[config.mk]
export PLATFORM = sky130hd
export DESIGN_NAME = sensor_qualifier
export DESIGN_NICKNAME = d
export VERILOG_FILES = /design/src/rtl/sensor_qualifier.sv
export SDC_FILE = /design/constraint.sdc
export NUM_CORES = 1
export LEC_CHECK = 0
export ABC_AREA = 1
export CAP_MARGIN = 20
export CORE_MARGIN = 2
export CORE_UTILIZATION = 60
export CTS_BUF_LIST = sky130_fd_sc_hd__clkbuf_2
export DETAILED_ROUTE_END_ITERATION = 8
export PLACE_DENSITY = 0.83
export SYNTH_ARGS = -nofsm -noshare
export SYNTH_HDL_FRONTEND = slang
export SYNTH_SLANG_ARGS = --single-unit
[constraint.sdc]
create_clock -name clock -period 2.04 [get_ports clock]
set_input_delay 0.408 -clock clock [delete_from_list [all_inputs] [get_ports clock]]
set_output_delay 0.408 -clock clock [all_outputs]
set_load 0.01 [all_outputs]
[src/rtl/sensor_qualifier.sv]
`default_nettype none
// ============================================================================
// Module      : sensor_qualifier
// Description : Conditions the raw photo-sensor pin for lag measurement.
//               The pin is synchronised into the clock domain, corrected for
//               polarity and debounced. A small FSM then emits a single-cycle
//               hit on the first clean dark-to-light transition after each
//               arm, or a single-cycle timeout if the armed window expires.
// Revision    : 1.0 - initial release
// ----------------------------------------------------------------------------
// Ports
//   clock        in   1  system clock (27 MHz nominal)
//   reset        in   1  asynchronous, active-high reset
//   SENSOR       in   1  raw sensor pin, asynchronous to clock
//   arm          in   1  single-cycle pulse, starts/restarts a measurement
//   hit          out  1  single-cycle pulse on a qualified light edge
//   timeout      out  1  single-cycle pulse when the armed window expires
//   waiting      out  1  high while a measurement is in progress
//   sensor_level out  1  debounced light level (1 = light)
//   hit_count    out  8  hits since reset, wraps 255 -> 0
// ============================================================================
module sensor_qualifier #(
    parameter int STABLE_CYCLES  = 27,
    parameter int TIMEOUT_CYCLES = 13500000,
    parameter bit ACTIVE_LOW     = 1'b1
) (
    input  logic       clock,
    input  logic       reset,
    input  logic       SENSOR,
    input  logic       arm,
    output logic       hit,
    output logic       timeout,
    output logic       waiting,
    output logic       sensor_level,
    output logic [7:0] hit_count
);

    localparam logic [15:0] c_dc_last = 16'(STABLE_CYCLES - 1);
    localparam logic [23:0] c_tc_last = 24'(TIMEOUT_CYCLES - 1);

    typedef enum logic [1:0] {
        IDLE      = 2'd0,
        WAIT_DARK = 2'd1,
        ARMED     = 2'd2
    } state_t;

    // ------------------------------------------------------------------
    // Two-flop synchroniser and polarity correction
    // ------------------------------------------------------------------
    logic r_s1;
    logic r_s2;
    logic w_lv;

    always_ff @(posedge clock or posedge reset) begin
        if (reset) begin
            r_s1 <= 1'b0;
            r_s2 <= 1'b0;
        end else begin
            r_s1 <= SENSOR;
            r_s2 <= r_s1;
        end
    end

    assign w_lv = r_s2 ^ ACTIVE_LOW;

    // ------------------------------------------------------------------
    // Debounce: the filtered level follows w_lv only after it has held
    // the opposite value for STABLE_CYCLES consecutive cycles. Any return
    // to the current level clears the run count.
    // ------------------------------------------------------------------
    logic [15:0] r_dc;
    logic        r_level;
    logic        r_level_prev;
    logic        w_rise;

    always_ff @(posedge clock or posedge reset) begin
        if (reset) begin
            r_dc    <= '0;
            r_level <= 1'b0;
        end else if (w_lv == r_level) begin
            r_dc <= '0;
        end else if (r_dc == c_dc_last) begin
            r_level <= w_lv;
            r_dc    <= '0;
        end else begin
            r_dc <= r_dc + 16'd1;
        end
    end

    // Previous filtered level, for dark-to-light edge detection
    always_ff @(posedge clock or posedge reset) begin
        if (reset) begin
            r_level_prev <= 1'b0;
        end else begin
            r_level_prev <= r_level;
        end
    end

    assign w_rise = r_level & ~r_level_prev;

    // ------------------------------------------------------------------
    // Measurement FSM
    // ------------------------------------------------------------------
    state_t      r_state;
    state_t      w_state_next;
    logic [23:0] r_tc;
    logic [23:0] w_tc_next;
    logic        w_hit_next;
    logic        w_timeout_next;
    logic        r_hit;
    logic        r_timeout;
    logic        r_waiting;
    logic [7:0]  r_hit_count;

    always_ff @(posedge clock or posedge reset) begin
        if (reset) begin
            r_state     <= IDLE;
            r_tc        <= '0;
            r_hit       <= 1'b0;
            r_timeout   <= 1'b0;
            r_waiting   <= 1'b0;
            r_hit_count <= '0;
        end else begin
            r_state   <= w_state_next;
            r_tc      <= w_tc_next;
            r_hit     <= w_hit_next;
            r_timeout <= w_timeout_next;
            // waiting is registered alongside the state so it drops in the
            // same cycle the hit or timeout pulse appears
            r_waiting <= (w_state_next != IDLE);
            if (w_hit_next) begin
                r_hit_count <= r_hit_count + 8'd1;
            end
        end
    end

    // arm overrides everything; within a measurement a hit beats a
    // coincident timeout.
    always_comb begin
        w_state_next   = r_state;
        w_tc_next      = r_tc;
        w_hit_next     = 1'b0;
        w_timeout_next = 1'b0;
        if (arm) begin
            w_state_next = WAIT_DARK;
            w_tc_next    = '0;
        end else begin
            case (r_state)
                IDLE: begin
                    w_state_next = IDLE;
                end
                WAIT_DARK: begin
                    // A screen that is already light must go dark first,
                    // otherwise a stale light level would count as a hit.
                    if (r_tc == c_tc_last) begin
                        w_timeout_next = 1'b1;
                        w_state_next   = IDLE;
                    end else begin
                        w_tc_next = r_tc + 24'd1;
                        if (!r_level) begin
                            w_state_next = ARMED;
                        end
                    end
                end
                ARMED: begin
                    if (w_rise) begin
                        w_hit_next   = 1'b1;
                        w_state_next = IDLE;
                    end else if (r_tc == c_tc_last) begin
                        w_timeout_next = 1'b1;
                        w_state_next   = IDLE;
                    end else begin
                        w_tc_next = r_tc + 24'd1;
                    end
                end
                default: begin
                    w_state_next = IDLE;
                end
            endcase
        end
    end

    assign hit          = r_hit;
    assign timeout      = r_timeout;
    assign waiting      = r_waiting;
    assign sensor_level = r_level;
    assign hit_count    = r_hit_count;

endmodule
`default_nettype wire

==> results.cfg, run 1 <==
[synthesis]
synth_nets = 454
syn_area_per_cell_um2 = 7.35
yosys-top-cells-area = dfrtp_1 44%, nand2_1 17%, nor2_1 8.5%
synth_most_common_cell = nand2_1
synth_edf_count = 0
ys_ff_latch = 57
ys_warn_count = 0
synth_area_leader_cell = dfrtp_1
synth_cell_type_count = 30
ys_seq_area_frac = 0.437
synth_cells = 444
syn_area_um2 = 3260
synth_top_area_share = 0.437
synthArstFlopShare = 1.00
synth_flop_cell = dfrtp_1
synth_common_cells = 148 x nand2_1, 74 x nor2_1, 57 x dfrtp_1

[floorplanning]
die_area_um2 = 6040
dieWidth_um = 77.7
core_um2 = 5170
die_y_um = 77.7
start_util = 0.631
row_count = 26
io_pins = 16

[placement]
dp_hpwl_um = 4850
post-place-ws_ns = 0.199
gp_congestion = 0.887
portBuffers = 15

[critical_path]
cpLargestDelayFamily = buffers and inverters
critPathBufInv = 1
path_cells = clkdlybuf4s50_1
required_ns = 1.63
cp_slowest_cell = clkdlybuf4s50_1
start_kind = flop
critPathKind = flop to output pin
critical_path.max_stage_delay_ns = 0.57
crit_fanout = 5
arrival_ns = 1.53
cp-end-kind = output pin

[pwr]
total_power_mw = 1.99
leakage_nw = 1.71
power_density_nw_per_um2 = 553
switching_share = 0.264
pwr-share-clk = 0.357
power_frac_seq = 0.583
p_int_mw = 1.46
switchingPower_uw = 524
p_comb_frac = 0.060
ir_worst_vdd_v = 0.000301

[grt]
grt_pass1_wl_um = 12000
grt_pass1_vias = 2704
antenna_found_initial = 0
grt-ovfl-total = 0
grt_max_degree = 58
grt_use_total = 0.254

[route]
drc = 0
viasPerCell = 5.34
drt-initial-drc-count = 197
firstDrtPassIters = 5
drtAntennaViolNets = 0
wire_per_inst_um = 12.7
vias = 2884
wl_um = 6840

[clocking]
clockBufferDepth = 2
clk_pin_slew_ns = 0.18
numCtsBuffers = 9
clock-sinks = 57
cts_root_buf = clkbuf_2
postCtsSetupBuffers = 0
htree_levels = 3
clock_latency_ns = 0.51
cts_tree = done

[sta]
setup_viol = 0
slew_headroom = 0.750
max_freq_mhz = 516
rsz0062_at_grt = no
fin_ws_ns = 0.102
fin_crit_ns = 1.94
tns_ns = 0
final_max_slew_viol_count = 0
finalCritPeriodShare = 0.950
finClkSkew_ns = 0.0336
tightest_slew_ns = 0.375
finalHoldViolCount = 0

[cells_and_area]
multi_input_comb_area_um2 = 1610
ff_latch_area_um2 = 1430
fin_nets = 476
syn2layout_area_growth_pct = 10.1
diodes = 0
fillers = 412
drive_above_1_share = 0.0809

[worst_hold_path]
hold_class = input port to async pin

[job]
maxCapViolCount = 0

[run_status]
outcome = complete, no violations
[state kept, by name, indices dropped and copies added, names as in the netlist, 2 cells and up]
register   cells
hit_count      8
r_dc          16
r_state        2
r_tc          24
[per-layer routing]
layer	up-vias	share of wire	track usage
met3	10	0.052	0.0442
met4	0	0.016	0.120
met2	81	0.48	0.407
met1	1356	0.45	0.335
li1	1437	-	-
met5	-	0	0
[power by group through the flow]
stage | clock network, mW | registers, mW | logic (mW)
3_3_place_gp | 0 | 1.18 | 0.119
6_report | 0.709 | 1.16 | 0.119
3_5_place_dp | 0 | 1.18 | 0.122
4_1_cts | 0.723 | 1.16 | 0.122
5_1_grt | 0.766 | 1.16 | 0.139
2_1_floorplan | 0 | 1.18 | 0.0873
[layout make-up]
class	count	area share
Multi-Input combinational cell	334	0.449
Sequential cell	57	0.397
Timing Repair Buffer	19	0.0536
Inverter	45	0.0474
Tap cell	70	0.0244
Clock buffer	11	0.0153
Clock inverter	4	0.0125
[repair_timing]
item / in CTS / in global routing
resized for setup: 0 / 2
endpoints found under the setup margin: 0 / 21
hold buffers: 0 / 0
[final timing paths]
path | start | end | slack, ns | cells after the start
worst max register to register | r_state[0] | r_tc[16] | 0.15 | 11
min in group clock | SENSOR | r_s1 | 0.34 | 1
worst min register to register | r_s1 | r_s2 | 0.38 | 0
worst min-delay path | reset | r_tc[22] | 0.26 | 3
worst max-delay path | hit_count[4] | hit_count[4] | 0.10 | 1
max in group asynchronous | reset | sensor_level | 1.50 | 3
[cells in the final DEF (no fill, tap or decap)]
| cell type | synthesis | final |
|---|---|---|
| a21oi_1 | 3 | 3 |
| and2_1 | 1 | 1 |
| and3_1 | 1 | 1 |
| buf_12 | 0 | 1 |
| buf_4 | 1 | 3 |
| bufinv_16 | 0 | 1 |
| clkbuf_2 | 0 | 11 |
| clkdlybuf4s50_1 | 0 | 15 |
| clkinv_1 | 1 | 1 |
| clkinv_2 | 0 | 4 |
| dfrtp_1 | 57 | 56 |
| dfrtp_2 | 0 | 1 |
| ha_1 | 6 | 6 |
| inv_1 | 37 | 36 |
| inv_2 | 7 | 7 |
| nand2_1 | 148 | 148 |
| nand2_2 | 3 | 3 |
| nand3_1 | 28 | 28 |
| nand3_2 | 3 | 3 |
| nand4_1 | 16 | 16 |
| nor2_1 | 74 | 74 |
| nor2_2 | 3 | 3 |
| nor2_4 | 1 | 1 |
| nor3_1 | 6 | 6 |
| nor3b_1 | 4 | 4 |
| nor4_1 | 2 | 2 |
| o2111ai_1 | 1 | 1 |
| o21ai_0 | 1 | 1 |
| o21ai_1 | 3 | 3 |
| o21bai_1 | 4 | 4 |
| xnor2_1 | 6 | 6 |
| xor2_1 | 20 | 20 |
[metrics by stage]
stage | hold WS (ns) | cells | cell area [um^2] | util
CTS | 0.238 | 540 | 3590 | 0.694
floorplan | 0.331 | 444 | 3260 | -
global placement | 0.338 | 525 | 3490 | 0.675
detailed placement | 0.336 | 525 | 3490 | 0.675
global route | 0.284 | 540 | 3590 | 0.694
finish | 0.258 | 540 | 3590 | 0.694
[cells by family after synthesis]
family / after synthesis / share of synthesized area
XOR/XNOR: 26 / 0.0698
adder cells (fa/ha/maj): 6 / 0.0230
flip-flops: 57 / 0.437
AO/OA/AOI/OAI: 12 / 0.0226
buffers and inverters: 53 / 0.0679
AND/OR/NAND/NOR: 290 / 0.379
No activity file was read; power rests on OpenSTA's default activity.
==> run 2, diff against run 1 <==
Settings changed: GPL_TIMING_DRIVEN set to 0.
==> results.cfg, run 2 (same netlist as run 1, synthesis figures left out) <==
[cells_and_area]
final_common_cell = nand2_1
fin_nets = 480
regMostFlops = r_tc
syn2layout_area_growth_pct = 10.8
fin_cells = 545
final_cell_mix = 148 x nand2_1, 74 x nor2_1, 56 x dfrtp_1, 36 x inv_1, 28 x nand3_1
diodes = 0
drive_above_1_share = 0.0842
largest_reg_flops = 24

[critical_path]
arrival_ns = 1.50
cpLargestDelayFamily = buffers and inverters
ff2ff_setup_slack_ns = 0.15
required_ns = 1.63
cp_slowest_cell = clkdlybuf4s50_1
cp-end-kind = output pin
rr_worst_depth = 10
path_cells = clkdlybuf4s50_1
rr_startpoint = r_tc[0]
critPathBufInv = 1
start_kind = flop
critPathKind = flop to output pin
crit_fanout = 6
reg2reg_to = r_tc[17]
critical_path.max_stage_delay_ns = 0.57

[sta]
slew_headroom = 0.653
tns_ns = 0
finalCritPeriodShare = 0.938
rsz0062_at_grt = no
fin_crit_ns = 1.91
final_max_slew_viol_count = 0
finClkSkew_ns = 0.0335
fin_ws_ns = 0.127
setup_viol = 0
finalHoldViolCount = 0
holdWs_ns = 0.247
tightest_slew_ns = 0.521
max_freq_mhz = 523

[job]
maxCapViolCount = 0

[pwr]
p_comb_frac = 0.065
power_density_nw_per_um2 = 551
p_int_mw = 1.47
switchingPower_uw = 525
total_power_mw = 1.99
leakage_nw = 1.72
ir_worst_vdd_v = 0.000306
switching_share = 0.264
power_frac_seq = 0.582
pwr-share-clk = 0.352

[clocking]
clock_latency_ns = 0.50
clock-sinks = 57
cts_root_buf = clkbuf_2
clockBufferDepth = 2
cts_tree = done
clk_pin_slew_ns = 0.15
htree_levels = 3
numCtsBuffers = 9
postCtsSetupBuffers = 0
hold_buffers = 0

[floorplanning]
die_area_um2 = 6040
die_y_um = 77.7
start_util = 0.631
core_um2 = 5170
dieWidth_um = 77.7
row_count = 26
io_pins = 16

[grt]
grt_pass1_vias = 2700
grt-ovfl-total = 0
grt_max_degree = 37
antenna_found_initial = 0
grt_pass1_wl_um = 12300
grt_use_total = 0.259

[route]
viasPerCell = 5.42
drc = 0
drt-initial-drc-count = 211
drtAntennaViolNets = 0
wl_um = 7060
wire_per_inst_um = 13.0
firstDrtPassIters = 5
vias = 2954

[placement]
portBuffers = 14
post-place-ws_ns = 0.152
gp_congestion = 0.926
dp_cells = 529
dp_hpwl_um = 5210

[worst_hold_path]
hold_class = input port to async pin

[run_status]
outcome = complete, no violations
run 2: cell types whose count changed in the layout (fill, tap and decap cells not counted), sizes merged:
cell,before,now
inv,43,44
clkdlybuf4s50,15,14
clkbuf,11,12
buf,4,8
run 2: what timing repair did:
| item | CTS | global route |
|---|---|---|
| setup endpoints to repair | 1 | 19 |
| endpoints found under the hold margin | 0 | 0 |
| gates cloned | 0 | 0 |
| gates resized for setup | 1 | 1 |
run 2: layout make-up:
class | count | area (um^2)
Fill cell | 394 | 1560
Buffer | 8 | 52.6
Tap cell | 70 | 87.6
Timing Repair Buffer | 15 | 160
Inverter | 45 | 169
Sequential cell | 57 | 1430
Multi-Input combinational cell | 334 | 1620
Clock buffer | 11 | 55.1
Clock inverter | 5 | 46.3
run 2: worst max-delay path by stage:
stage	start	end	slack, ns	cells after the start
final	sensor_level	sensor_level	0.13	1
after global routing	r_state[0]	r_tc[13]	0.006	11
after CTS	hit_count[4]	hit_count[4]	0.07	1
after detailed placement	r_tc[0]	r_tc[23]	0.15	9
after global placement	reset	r_tc[21]	-0.75	2
after floorplan	reset	hit	0.23	1
run 2: power by group through the flow:
stage	Sequential (mW)	Clock (mW)	Combinational [mW]
after floorplan	1.18	0	0.0873
after global placement	1.18	0	0.119
after detailed placement	1.18	0	0.131
after CTS	1.16	0.714	0.131
after global routing	1.16	0.754	0.149
final	1.16	0.701	0.130
run 2: per-layer routing:
layer	up-vias	share of wire	wire length, um	global-route usage
met5	-	0	0	0
met3	17	0.057	400	0.0523
met1	1401	0.44	3130	0.336
met4	0	0.025	178	0.111
met2	92	0.47	3350	0.421
li1	1444	-	-	-
run 2: stage by stage:
step	util	instance area, um^2
floorplan	-	3260
detailed placement	0.679	3510
CTS	0.698	3610
finish	0.699	3610
global placement	0.675	3490
global route	0.699	3610
